[src/rtl/fetch_unit_pkg.sv]
// Shared definitions for the instruction-fetch slice: machine width, ROM
// geometry, reset PC and the fetch FSM state type.
package fetch_unit_pkg;

  localparam int          XLEN        = 32;
  localparam int          IMEM_ADDR_W = 12;
  localparam logic [31:0] RESET_PC    = 32'h0000_0000;

  typedef enum logic [1:0] {
    ST_BOOT = 2'd0,
    ST_RUN  = 2'd1,
    ST_STOP = 2'd2
  } fetch_state_t;

  // Clear the two byte-offset bits of a PC so it names a whole word.
  function automatic logic [XLEN-1:0] word_align(input logic [XLEN-1:0] pc);
    return {pc[XLEN-1:2], 2'b00};
  endfunction

endpackage

[src/rtl/fetch_skid_fifo.sv]
// Two-entry FIFO holding fetched {pc, instruction} pairs until decode takes
// them. A synchronous clear drops every entry (used for redirects).
module fetch_skid_fifo
  import fetch_unit_pkg::*;
#(
  parameter int DATA_W = 32
) (
  input  logic              clk,
  input  logic              rst,
  input  logic              clear,
  input  logic              push,
  input  logic [XLEN-1:0]   push_pc,
  input  logic [DATA_W-1:0] push_data,
  input  logic              pop,
  output logic [XLEN-1:0]   head_pc,
  output logic [DATA_W-1:0] head_data,
  output logic [1:0]        count
);

  logic [XLEN-1:0]   pc_q   [2];
  logic [DATA_W-1:0] data_q [2];
  logic              rd_ptr;
  logic              wr_ptr;

  // Pointer/count bookkeeping and entry writes; clear wins over push/pop.
  always_ff @(posedge clk or posedge rst) begin
    if (rst) begin
      rd_ptr <= 1'b0;
      wr_ptr <= 1'b0;
      count  <= 2'd0;
      // NOTE: the storage is only two entries and decode sees the head even
      // when invalid, so it is reset to keep inst_pc/inst_data at zero.
      for (int i = 0; i < 2; i++) begin
        pc_q[i]   <= '0;
        data_q[i] <= '0;
      end
    end else if (clear) begin
      rd_ptr <= 1'b0;
      wr_ptr <= 1'b0;
      count  <= 2'd0;
    end else begin
      if (push) begin
        pc_q[wr_ptr]   <= push_pc;
        data_q[wr_ptr] <= push_data;
        wr_ptr         <= ~wr_ptr;
      end
      if (pop) begin
        rd_ptr <= ~rd_ptr;
      end
      count <= count + {1'b0, push} - {1'b0, pop};
    end
  end

  assign head_pc   = pc_q[rd_ptr];
  assign head_data = data_q[rd_ptr];

endmodule

[src/rtl/fetch_unit.sv]
// Instruction-fetch requester: owns the PC, addresses the synchronous ROM,
// captures its data one cycle later into a 2-entry skid FIFO and presents the
// FIFO head to decode over valid/ready. Execute redirects flush everything.
module fetch_unit
  import fetch_unit_pkg::*;
#(
  parameter int          ADDR_W   = IMEM_ADDR_W,
  parameter int          DATA_W   = 32,
  parameter logic [31:0] RESET_PC = fetch_unit_pkg::RESET_PC
) (
  input  logic              clk,
  input  logic              rst,
  input  logic              fetch_en,
  output logic [ADDR_W-1:0] rom_addr,
  input  logic [DATA_W-1:0] rom_qout,
  input  logic              redirect_valid,
  input  logic [31:0]       redirect_pc,
  output logic              inst_valid,
  input  logic              inst_ready,
  output logic [31:0]       inst_pc,
  output logic [DATA_W-1:0] inst_data,
  output logic              fetch_misalign
);

  fetch_state_t state;
  logic [31:0]  issue_pc;
  logic [31:0]  inflight_pc;
  logic         inflight;
  logic [1:0]   fifo_count;
  logic [1:0]   occupancy;
  logic         pop;
  logic         push;
  logic         issue;

  assign rom_addr   = issue_pc[ADDR_W+1:2];
  assign inst_valid = (fifo_count != 2'd0);
  assign pop        = inst_valid & inst_ready;
  // A redirect squashes the returning read: its data is never written.
  assign push       = inflight & ~redirect_valid;

  // Slots the FIFO will hold after this edge before any new issue lands.
  // Counting the pop that happens on this same edge keeps one fetch per
  // cycle with a 2-entry buffer and still can never overflow it.
  assign occupancy  = fifo_count - {1'b0, pop} + {1'b0, inflight};
  assign issue      = (state == ST_RUN) & fetch_en & ~redirect_valid &
                      (occupancy < 2'd2);

  // Fetch FSM, PC/in-flight tracking and the misalignment pulse.
  always_ff @(posedge clk or posedge rst) begin
    if (rst) begin
      state          <= ST_BOOT;
      issue_pc       <= RESET_PC;
      inflight       <= 1'b0;
      inflight_pc    <= '0;
      fetch_misalign <= 1'b0;
    end else begin
      fetch_misalign <= redirect_valid & (redirect_pc[1:0] != 2'b00);
      unique case (state)
        ST_BOOT: state <= ST_RUN;
        ST_RUN:  if (!fetch_en) state <= ST_STOP;
        ST_STOP: if (fetch_en)  state <= ST_RUN;
        default: state <= ST_BOOT;
      endcase
      inflight <= issue;
      if (issue) begin
        inflight_pc <= issue_pc;
      end
      if (redirect_valid) begin
        issue_pc <= word_align(redirect_pc);
      end else if (issue) begin
        issue_pc <= issue_pc + 32'd4;
      end
    end
  end

  fetch_skid_fifo #(
    .DATA_W (DATA_W)
  ) u_fifo (
    .clk       (clk),
    .rst       (rst),
    .clear     (redirect_valid),
    .push      (push),
    .push_pc   (inflight_pc),
    .push_data (rom_qout),
    .pop       (pop),
    .head_pc   (inst_pc),
    .head_data (inst_data),
    .count     (fifo_count)
  );

endmodule

[config.mk]
export PLATFORM = sky130hd
export DESIGN_NAME = fetch_unit
export DESIGN_NICKNAME = d
export VERILOG_FILES = /design/src/rtl/fetch_unit_pkg.sv /design/src/rtl/fetch_skid_fifo.sv /design/src/rtl/fetch_unit.sv
export SDC_FILE = /design/constraint.sdc
export NUM_CORES = 1
export LEC_CHECK = 0
export CAP_MARGIN = 0
export CORE_UTILIZATION = 45
export DETAILED_ROUTE_END_ITERATION = 6
export PLACE_DENSITY = 0.72
export SETUP_SLACK_MARGIN = 0.3
export SLEW_MARGIN = 40
export SYNTH_ARGS = -nofsm -noshare
export SYNTH_HDL_FRONTEND = slang
export SYNTH_SLANG_ARGS = --single-unit
[constraint.sdc]
create_clock -name clk -period 5.9 [get_ports clk]
set_clock_uncertainty 0.05 [all_clocks]
set_input_delay 0.59 -clock clk [delete_from_list [all_inputs] [get_ports clk]]
set_output_delay 0.59 -clock clk [all_outputs]
set_load 0.01 [all_outputs]
==> run summary <==
status = complete, no violations
Worst Hold Launch = u_fifo.pc_q[27]
post-synthesis cell area = 9020 µm²
FF-to-FF End = inflight_pc[18]
vias = 6102
worst path cell trace = buf_4, mux2_2, clkdlybuf4s50_1
first-pass GRT wire length = 31900 µm
largest net degree at the start of global routing = 114
Die Ht = 144 µm
reg-to-reg startpoint = u_fifo.count[1]
Avg WL per Cell = 18.1 µm
Inst Count DP = 1064
Die X = 144 µm
Fin Setup TNS = 0 ns
hold path depth = 1
Fill cells = 1617
Yosys top cell by area = dfrtp_1
post-synth cell types = 47
CP max stage delay = 0.83 ns
Slew headroom = 44.3%
num rows = 51
CTS Buf Count = 17
vias in the first global route = 6141
GR Util All Layers = 20.0%
endpoints failing hold = 0
CP max stage cell = dfrtp_2
Design Power = 5.53 mW
Synth area leaders = dfrtp_1 (53%), mux2_2 (27%), or4_1 (1.2%)
synth warn = 0
Starting DRT DRC Count = 508
Worst Hold Class = reg -> reg
Avg Inst Size Synth = 12.8 µm²
CTS sink count = 192
sequential share of the synthesized area = 53.3%
Post-Layout Cell Count = 1095
CP arrival = 2.76 ns
R2R depth = 8
VDD IR max = 0.207 mV
Hold EP = u_fifo.pc_q[27]
Initial Util = 46.2%
Clk Latency, worst-skew pair = 0.42 ns
RSZ-0062 raised after global routing = false
crit end category = output port
Routed Antenna Nets = 0
Tcrit/Tclk final = 57.7%
Vias/cell = 5.57
GR Overflow Total = 0
Mapped Cells = 702
Period minus WS final = 3.40 ns
Port Buffers = 144
clock transition at the registers of the reported paths = 0.06 ns
Final setup viols = 0
max cap viols = 0
nets@finish = 890
Seq cells post-synth = 192
# resized after CTS = 0
n_diodes = 0
FF-to-FF setup slack = 2.93 ns
worst endpoint required time = 5.26 ns
Least-Margin Pin Slew = 0.836 ns
Pwr Density = 492 nW/µm²
dominant synthesized flop cell = dfrtp_1
CP Max Fanout = 34
final slew viol count = 0
Final Wtd Congestion = 0.844
CTS tree = yes
Post-Route WL = 19800 µm
postcts setup bufs = 0
placed wire-length estimate = 13600 µm
Post-route DRC = 0
H-tree depth = 4
crit start category = flop
Post-synth EDFFs = 0
Top Ports = 147
clock root buffer = clkbuf_16
antenna violations before repair = 0
Lkg Pwr = 4.68 nW
Max clock buf depth = 2
Yosys top cell area share = 53.3%
fmax = 0.294 GHz
CP Class = reg -> out
Area growth syn-to-layout = 24.6%
drt pass-1 iters = 5
ratio of cells with drive above 1 in the final layout = 32.8%
core area = 19500 µm²
fraction of registers with async set/reset = 100%
hold_buf cts = 0
Die ar. = 20600 µm²
[final cells by class]
| type | count | area [µm²] | area share [%] |
|---|---|---|---|
| flip-flops and latches | 192 | 4810 | 42.8 |
| multi-input cells | 445 | 3900 | 34.7 |
| repair buffers | 152 | 1530 | 13.7 |
| clock buffers | 22 | 494 | 4.40 |
| well taps | 265 | 332 | 2.95 |
| clock inverters | 9 | 130 | 1.16 |
| inverters | 10 | 41.3 | 0.368 |
[worst max-delay path by stage]
stage	startpoint	end	slack [ns]	cells past startpoint
finish	u_fifo.rd_ptr	inst_pc[10]	2.50	3
CTS	u_fifo.rd_ptr	inst_pc[10]	2.47	3
detailed placement	redirect_valid	u_fifo.pc_q[12]	2.54	6
global placement	redirect_valid	u_fifo.pc_q[6]	2.58	6
floorplan	rst	fetch_misalign	2.78	1
global route	u_fifo.rd_ptr	inst_pc[17]	2.38	3
[kinds of logic (layout without fill, tap and decap cells)]
group           after synthesis  in the layout  share of synthesized area [%]
simple gates                146            146                           9.50
xor+xnor                      7              7                          0.680
fa+ha+maj                     3              3                          0.416
buf+inv                      66            193                           3.83
flops                       192            192                           53.3
other cells                   1              2                         0.0416
mux                         217            217                           27.1
compound gates               70             70                           5.16
[per-layer routing]
layer,global-route usage [%],vias up,wire [µm]
li1,-,2812,-
met1,27.3,3092,9140
met2,32.8,187,9540
met3,4.20,11,976
met4,4.82,0,191
met5,0,-,0
[through the flow]
stage / cell area, µm² / hold slack, ns / worst slack (ns) / util [%]
floorplan: 9020 / 0.424 / 2.78 / -
global placement: 10600 / 0.431 / 2.58 / 54.2
detailed placement: 10600 / 0.437 / 2.54 / 54.3
CTS: 11200 / 0.451 / 2.47 / 57.5
global route: 11200 / 0.463 / 2.38 / 57.5
finish: 11200 / 0.450 / 2.50 / 57.5
[critical path: cells and delay by family, from the launching register on]
| family | cells | cell delay (ns) |
|---|---|---|
| DFF | 1 | 0.83 |
| muxes | 1 | 0.44 |
| buffers and inverters | 2 | 1.05 |
[synthesized netlist by cell type, types with 4 or more instances]
| master | number |
|---|---|
| o31ai_1 | 13 |
| and4_1 | 4 |
| a31oi_1 | 17 |
| nand3_1 | 22 |
| clkbuf_1 | 24 |
| mux2_2 | 216 |
| xnor2_1 | 5 |
| dfrtp_1 | 192 |
| nor2b_1 | 14 |
| nand4_1 | 17 |
| o21ai_0 | 16 |
| nor3_1 | 6 |
| a221oi_1 | 5 |
| buf_4 | 14 |
| nand2_1 | 15 |
| a21boi_0 | 4 |
| or4_1 | 15 |
| buf_2 | 12 |
| nor2_1 | 25 |
| a21oi_1 | 5 |
| a22o_1 | 4 |
| nor4_1 | 6 |
| inv_1 | 10 |
[state kept, by name, summed over array words and instances (netlist names)]
name,count
u_fifo.rd_ptr,1
u_fifo.data_q,64
issue_pc,30
inflight,1
fetch_misalign,1
u_fifo.count,2
inflight_pc,30
state,2
u_fifo.wr_ptr,1
u_fifo.pc_q,60
[cells in the final DEF (no fill, tap or decap), types with 8 or more instances in the layout]
cell             synthesis  final
nor2b_1                 14     13
clkdlybuf4s50_1          0    144
dfrtp_1                192    191
o21ai_0                 16     16
inv_1                   10      8
a31oi_1                 17     17
nand3_1                 22     22
nand2_1                 15     14
nor2_1                  25     25
mux2_2                 216    216
nand4_1                 17     17
or4_1                   15     15
clkbuf_16                0     17
o31ai_1                 13     13
[where the power goes]
group	total (mW)	switching, mW	internal, mW
combinational	2.16	0.850	1.31
clock	1.19	0.468	0.721
sequential	2.19	0.351	1.83
total	5.53	1.67	3.86
No activity file was read; power rests on OpenSTA's default activity.
